`config.mk`:
```
export PLATFORM = sky130hd
export DESIGN_NAME = lut_neuron_layer_rt_flat
export DESIGN_NICKNAME = d
export VERILOG_FILES = /design/src/rtl/lut_neuron_layer_rt_if.sv /design/src/rtl/lut_neuron_layer_rt.sv /design/src/flat_wrapper.sv
export SDC_FILE = /design/constraint.sdc
export NUM_CORES = 1
export LEC_CHECK = 0
export ABC_AREA = 0
export CAP_MARGIN = 20
export CORE_MARGIN = 2
export CORE_UTILIZATION = 50
export CTS_BUF_LIST = sky130_fd_sc_hd__clkbuf_4 sky130_fd_sc_hd__clkbuf_8
export CTS_CLUSTER_DIAMETER = 80
export DETAILED_ROUTE_END_ITERATION = 6
export DONT_BUFFER_PORTS = 1
export PLACE_DENSITY_LB_ADDON = 0.1
export SLEW_MARGIN = 15
export SYNTH_ARGS = -nofsm -noshare
export SYNTH_HDL_FRONTEND = slang
export SYNTH_SLANG_ARGS = --single-unit
```
`constraint.sdc`:
```
create_clock -name clk -period 2.5 [get_ports clk]
set_clock_uncertainty 0.05 [all_clocks]
set_input_delay 0.5 -clock clk [delete_from_list [all_inputs] [get_ports clk]]
set_output_delay 0.5 -clock clk [all_outputs]
set_load 0.02 [all_outputs]
```
`src/rtl/lut_neuron_layer_rt_if.sv`:
```
// Bundled configuration port and valid/ready streams for the LUT neuron layer.
interface lut_neuron_layer_rt_if #(
  parameter int unsigned NUM_NEURONS = 4,
  parameter int unsigned ADDR_BITS   = 6,
  parameter int unsigned OUT_BITS    = 1
);
  localparam int unsigned NB = (NUM_NEURONS > 1) ? $clog2(NUM_NEURONS) : 1;

  logic                            cfg_we;
  logic [NB-1:0]                   cfg_neuron;
  logic [ADDR_BITS-1:0]            cfg_addr;
  logic [OUT_BITS-1:0]             cfg_data;
  logic                            cfg_err;
  logic                            in_valid;
  logic                            in_ready;
  logic [NUM_NEURONS*ADDR_BITS-1:0] in_data;
  logic                            out_valid;
  logic                            out_ready;
  logic [NUM_NEURONS*OUT_BITS-1:0] out_data;
  logic                            init_busy;

  modport master (
    output cfg_we, cfg_neuron, cfg_addr, cfg_data, in_valid, in_data, out_ready,
    input  cfg_err, in_ready, out_valid, out_data, init_busy
  );

  modport slave (
    input  cfg_we, cfg_neuron, cfg_addr, cfg_data, in_valid, in_data, out_ready,
    output cfg_err, in_ready, out_valid, out_data, init_busy
  );
endinterface

```
`src/rtl/lut_neuron_layer_rt.sv`:
```
// Runtime-loadable layer of LUT neurons: two-stage pipeline (address, lookup)
// with tables cleared on reset and rewritten through the configuration port.
//
// state | meaning
// INIT  | sweeping every table entry to zero, inputs blocked, cfg ignored
// RUN   | streaming lookups, cfg writes accepted
module lut_neuron_layer_rt #(
  parameter int unsigned NUM_NEURONS = 4,
  parameter int unsigned ADDR_BITS   = 6,
  parameter int unsigned OUT_BITS    = 1
) (
  input logic                  clk,
  input logic                  rst_n,
  lut_neuron_layer_rt_if.slave bus
);
  localparam int unsigned NB    = (NUM_NEURONS > 1) ? $clog2(NUM_NEURONS) : 1;
  localparam int unsigned DEPTH = 1 << ADDR_BITS;
  localparam logic [NB:0] NEURON_LIMIT = (NB+1)'(NUM_NEURONS);

  typedef enum logic {INIT, RUN} state_t;

  state_t                           state;
  logic [ADDR_BITS-1:0]             init_cnt;
  logic                             a_valid;
  logic                             b_valid;
  logic [NUM_NEURONS*ADDR_BITS-1:0] a_data;
  logic [NUM_NEURONS*OUT_BITS-1:0]  b_data;
  logic [NUM_NEURONS*OUT_BITS-1:0]  lookup;
  logic                             init_busy_q;
  logic                             cfg_err_q;
  logic [OUT_BITS-1:0]              tbl [NUM_NEURONS][DEPTH];

  logic advance;
  logic accept;
  logic cfg_in_range;
  logic cfg_ok;

  assign advance      = !b_valid || bus.out_ready;
  assign bus.in_ready = (state == RUN) && (!a_valid || advance);
  assign accept       = bus.in_valid && bus.in_ready;
  assign cfg_in_range = ({1'b0, bus.cfg_neuron} < NEURON_LIMIT);
  assign cfg_ok       = (state == RUN) && bus.cfg_we && cfg_in_range;

  assign bus.out_valid = b_valid;
  assign bus.out_data  = b_data;
  assign bus.init_busy = init_busy_q;
  assign bus.cfg_err   = cfg_err_q;

  // Asynchronous read: a write landing on the same edge is not yet visible.
  always_comb begin
    lookup = '0;
    for (int n = 0; n < NUM_NEURONS; n++) begin
      lookup[n*OUT_BITS +: OUT_BITS] = tbl[n][a_data[n*ADDR_BITS +: ADDR_BITS]];
    end
  end

  always_ff @(posedge clk) begin
    if (rst_n) begin
      if (state == INIT) begin
        for (int n = 0; n < NUM_NEURONS; n++) begin
          tbl[n][init_cnt] <= '0;
        end
      end else if (cfg_ok) begin
        tbl[bus.cfg_neuron][bus.cfg_addr] <= bus.cfg_data;
      end
    end
  end

  always_ff @(posedge clk) begin
    if (!rst_n) begin
      state       <= INIT;
      init_cnt    <= '0;
      init_busy_q <= 1'b1;
      cfg_err_q   <= 1'b0;
      a_valid     <= 1'b0;
      b_valid     <= 1'b0;
      a_data      <= '0;
      b_data      <= '0;
    end else begin
      case (state)
        INIT: begin
          init_cnt <= init_cnt + ADDR_BITS'(1);
          if (init_cnt == '1) begin
            state       <= RUN;
            init_busy_q <= 1'b0;
          end
        end
        RUN: begin
          if (bus.cfg_we && !cfg_in_range) cfg_err_q <= 1'b1;
        end
        default: state <= INIT;
      endcase

      if (accept) begin
        a_data  <= bus.in_data;
        a_valid <= 1'b1;
      end else if (advance) begin
        a_valid <= 1'b0;
      end

      if (advance) begin
        b_valid <= a_valid;
        b_data  <= lookup;
      end
    end
  end
endmodule

```
`src/flat_wrapper.sv`:
```
// flat-port wrapper written by rule: the top's interface ports become plain ports
module lut_neuron_layer_rt_flat 
#(
  parameter int unsigned NUM_NEURONS = 4,
  parameter int unsigned ADDR_BITS   = 6,
  parameter int unsigned OUT_BITS    = 1
)
  (clk, rst_n, bus_cfg_we, bus_cfg_neuron, bus_cfg_addr, bus_cfg_data, bus_in_valid, bus_in_data, bus_out_ready, bus_cfg_err, bus_in_ready, bus_out_valid, bus_out_data, bus_init_busy);
  lut_neuron_layer_rt_if #(.NUM_NEURONS(NUM_NEURONS), .ADDR_BITS(ADDR_BITS), .OUT_BITS(OUT_BITS)) bus_i ();
  input logic clk;
  input logic rst_n;
  input wire logic [$bits(bus_i.cfg_we)-1:0] bus_cfg_we;
  input wire logic [$bits(bus_i.cfg_neuron)-1:0] bus_cfg_neuron;
  input wire logic [$bits(bus_i.cfg_addr)-1:0] bus_cfg_addr;
  input wire logic [$bits(bus_i.cfg_data)-1:0] bus_cfg_data;
  input wire logic [$bits(bus_i.in_valid)-1:0] bus_in_valid;
  input wire logic [$bits(bus_i.in_data)-1:0] bus_in_data;
  input wire logic [$bits(bus_i.out_ready)-1:0] bus_out_ready;
  output wire logic [$bits(bus_i.cfg_err)-1:0] bus_cfg_err;
  output wire logic [$bits(bus_i.in_ready)-1:0] bus_in_ready;
  output wire logic [$bits(bus_i.out_valid)-1:0] bus_out_valid;
  output wire logic [$bits(bus_i.out_data)-1:0] bus_out_data;
  output wire logic [$bits(bus_i.init_busy)-1:0] bus_init_busy;
  assign bus_i.cfg_we = bus_cfg_we;
  assign bus_i.cfg_neuron = bus_cfg_neuron;
  assign bus_i.cfg_addr = bus_cfg_addr;
  assign bus_i.cfg_data = bus_cfg_data;
  assign bus_i.in_valid = bus_in_valid;
  assign bus_i.in_data = bus_in_data;
  assign bus_i.out_ready = bus_out_ready;
  assign bus_cfg_err = bus_i.cfg_err;
  assign bus_in_ready = bus_i.in_ready;
  assign bus_out_valid = bus_i.out_valid;
  assign bus_out_data = bus_i.out_data;
  assign bus_init_busy = bus_i.init_busy;
  lut_neuron_layer_rt #(.NUM_NEURONS(NUM_NEURONS), .ADDR_BITS(ADDR_BITS), .OUT_BITS(OUT_BITS)) u_core (.clk(clk), .rst_n(rst_n), .bus(bus_i));
endmodule
```
==> results.txt <==
Reg2reg end - u_core.bus.out_data[2]
Fin crit period - 2.35 ns
Worst endpoint required time - 2.88 ns
Distinct cells, synth - 59
Top-Level Pins - 46
Die Height - 176 um
Xor and xnor area share after synthesis - 0.00236
Synth top area cells - edfxtp_1 (52%), mux4_2 (7.4%), nor2_1 (7.1%)
HPWL after DPL - 31500 um
RSZ-0062 raised after global routing - false
First-pass DRT Iterations - 5
Outcome - finished, final reports clean
Synth Area per Inst - 11.0 um^2
Seq/Total Area, Yosys - 0.569
CTS tree - built
Worst Tran Pin Value - 0.870 ns
Num CTS Buffers - 50
Crit path from - u_core.a_data[12]
Area Overhead vs Synth - 14.0%
Hold Slack - 0.0246 ns
Gp weighted congestion - 0.931
Crit path capture type - register
Multiplexer share of the synthesized area - 0.101
Pwr Density - 596 nW/um^2
Syn nets - 1386
Worst setup SP type - register
Final period utilization - 0.940
Total Neg Setup Slack - 0 ns
Reg2reg start - u_core.a_data[12]
Max FO, Critical Path - 10
Most numerous cell in the Yosys netlist - nor2_1
Post-Syn Instances - 1347
Total Nets Final - 1429
Area of the multi-input gates - 5870 um^2
Vias per cell - 6.30
First-pass GRT wire length - 69600 um
Layout cell share with drive strength beyond 1 - 0.198
Largest net degree at the start of global routing - 66
Port Buffer Count - 0
Final Hold Fails - 0
Worst Path Arrival - 2.73 ns
Clock root cell - clkbuf_8
Post-Synth Adder-Cell Area - 0.000843
Num rows - 63
DRC - 0
Post-synth EDFFs - 256
Core area - 29400 um^2
Yosys warns - 0
Seq cells post-synth - 294
Hold EP - u_core.a_data[21]
Fillers - 2507
Routed wire per std cell - 25.6 um
CTS Sinks - 294
Total power - 10.1 mW
Vias - 11500
Ys flop type - edfxtp_1
Async S/R FF share, synth - 0
Final WS setup - 0.151 ns
Leakage - 5.30 nW
Setup slack, reg-to-reg - 0.15 ns
Max frequency - 426 MHz
Initial Util - 0.505
Compound-Gate Fraction of Synth Area - 0.136
Tightest Hold Check Type - in -> reg
Largest family of logic cells by synthesized area - simple AND/OR/NAND/NOR gates
Die width - 176 um
DRT antenna net count - 0
Critical path class - reg -> reg
CTS clk-pin slew, worst paths - 0.06 ns
CTS H-tree lvls - 2
GRT overflow - 0
Gr usage total - 0.305
Vias in the first global route - 10900
Max cap viols - 0
Detailed Route WL - 46700 um
Setup violators final - 0
Postcts setup bufs - 0
Die Area - 31100 um^2
Synthesized cell area - 14800 um^2
Initial DRC Count - 1869
Yosys top cell area share - 0.518
CTS Buffer Depth - 3
Cell taking the most area after synthesis - edfxtp_1
Placement Setup Slack - 0.124 ns
Clock Latency Late Sink - 0.59 ns
Post-synthesis simple-gate area fraction - 0.154
Max-slew violations - 0
Worst hold path depth - 2
Hold Crit Start - bus_in_data[21]
Reg area - 8450 um^2
Worst vdd ir - 0.368 mV
Rel. slew slack - 0.420
Antenna diode count - 0
Initial antenna violation count - 1
Commonest cells post-synth - nor2_1 (280), edfxtp_1 (256), o21ai_0 (179), nand2_1 (125), a22oi_1 (63)
Reg2Reg Depth - 7
[final cells by class]
type,instances,area share
tap,390,0.0288
multi-input combinational,937,0.347
clock inverter,14,0.00503
sequential,294,0.499
timing repair buffer,102,0.0610
clock buffer,79,0.0579
inverter,5,0.00111
[how the worst max path moves through the flow]
stage                                  end  slack (ns)  cells after the start
floorplan                u_core.tbl[2][48]        0.27                      6
global placement    u_core.bus.out_data[2]        0.09                      7
detailed placement  u_core.bus.out_data[3]        0.12                      6
CTS                 u_core.bus.out_data[3]        0.11                      6
global route        u_core.bus.out_data[2]        0.07                      7
finish              u_core.bus.out_data[2]        0.15                      7
[cells by family (layout without fill, tap and decap cells)]
| logic type | after synthesis | in the layout |
|---|---|---|
| AND/OR/NAND/NOR | 511 | 511 |
| AO/OA/AOI/OAI | 335 | 335 |
| flip-flops | 294 | 294 |
| buffers and inverters | 116 | 200 |
| multiplexers | 85 | 85 |
| XOR/XNOR | 4 | 4 |
| adder cells (fa/ha/maj) | 1 | 1 |
| other | 1 | 1 |
[report_power, final]
group | switching [mW] | internal [mW] | total (mW)
combinational | 0.126 | 0.0813 | 0.208
clock | 2.00 | 2.59 | 4.59
sequential | 0.0214 | 5.28 | 5.30
[worst max-delay path, stage by stage, from the launching register on]
cell,delay (ns)
dfxtp_1,0.35
buf_12,0.17
buf_4,0.21
mux4_2,0.52
mux2i_1,0.13
nor3_1,0.06
a2111oi_0,0.56
o31ai_1,0.16
[registers in the layout, indices dropped and copies added, names as in the netlist]
name / flops
u_core.a_data: 24
u_core.a_valid: 1
u_core.bus.init_busy: 1
u_core.bus.out_data: 4
u_core.bus.out_valid: 1
u_core.init_cnt: 6
u_core.state: 1
u_core.tbl: 256
[routing by layer]
layer | vias to the layer above | wire length, um | GRT usage
met5 | - | 12 | 0
met4 | 2 | 1200 | 0.0871
li1 | 5068 | - | -
met3 | 86 | 4750 | 0.0579
met2 | 617 | 21200 | 0.473
met1 | 5695 | 19500 | 0.440
[stage by stage]
| stage | util | instances | area, um^2 |
|---|---|---|---|
| 6_report | 0.576 | 1821 | 16900 |
| 5_1_grt | 0.576 | 1821 | 16900 |
| 4_1_cts | 0.576 | 1821 | 16900 |
| 3_5_place_dp | 0.534 | 1711 | 15700 |
| 3_3_place_gp | 0.534 | 1711 | 15700 |
| 2_1_floorplan | - | 1347 | 14900 |
[layout by cell type, fill, tap and decap left out, types with 8 or more instances in the layout]
master,synthesis,routed
a21oi_1,27,26
nor2b_1,11,11
a22oi_1,63,63
o21ai_0,179,179
nand3_1,9,8
nor3_1,15,14
dlygate4sd3_1,0,17
buf_12,0,18
mux4_2,49,49
nor2_1,280,280
nand2_1,125,124
clkbuf_8,0,62
buf_4,13,67
o22ai_1,26,26
clkbuf_4,0,17
a22oi_2,11,11
dfxtp_1,38,37
and2_1,12,11
mux2i_1,9,9
o31ai_1,8,8
nand2b_1,12,10
clkinv_1,0,8
mux2_2,27,27
edfxtp_1,256,256
[repair_timing]
action / CTS / global route
endpoints found under the setup margin: 0 / 1
hold buffers: 17 / 0
resized for setup: 0 / 1
endpoints found under the hold margin: 19 / 0
Power figures use the tool's default switching activity.
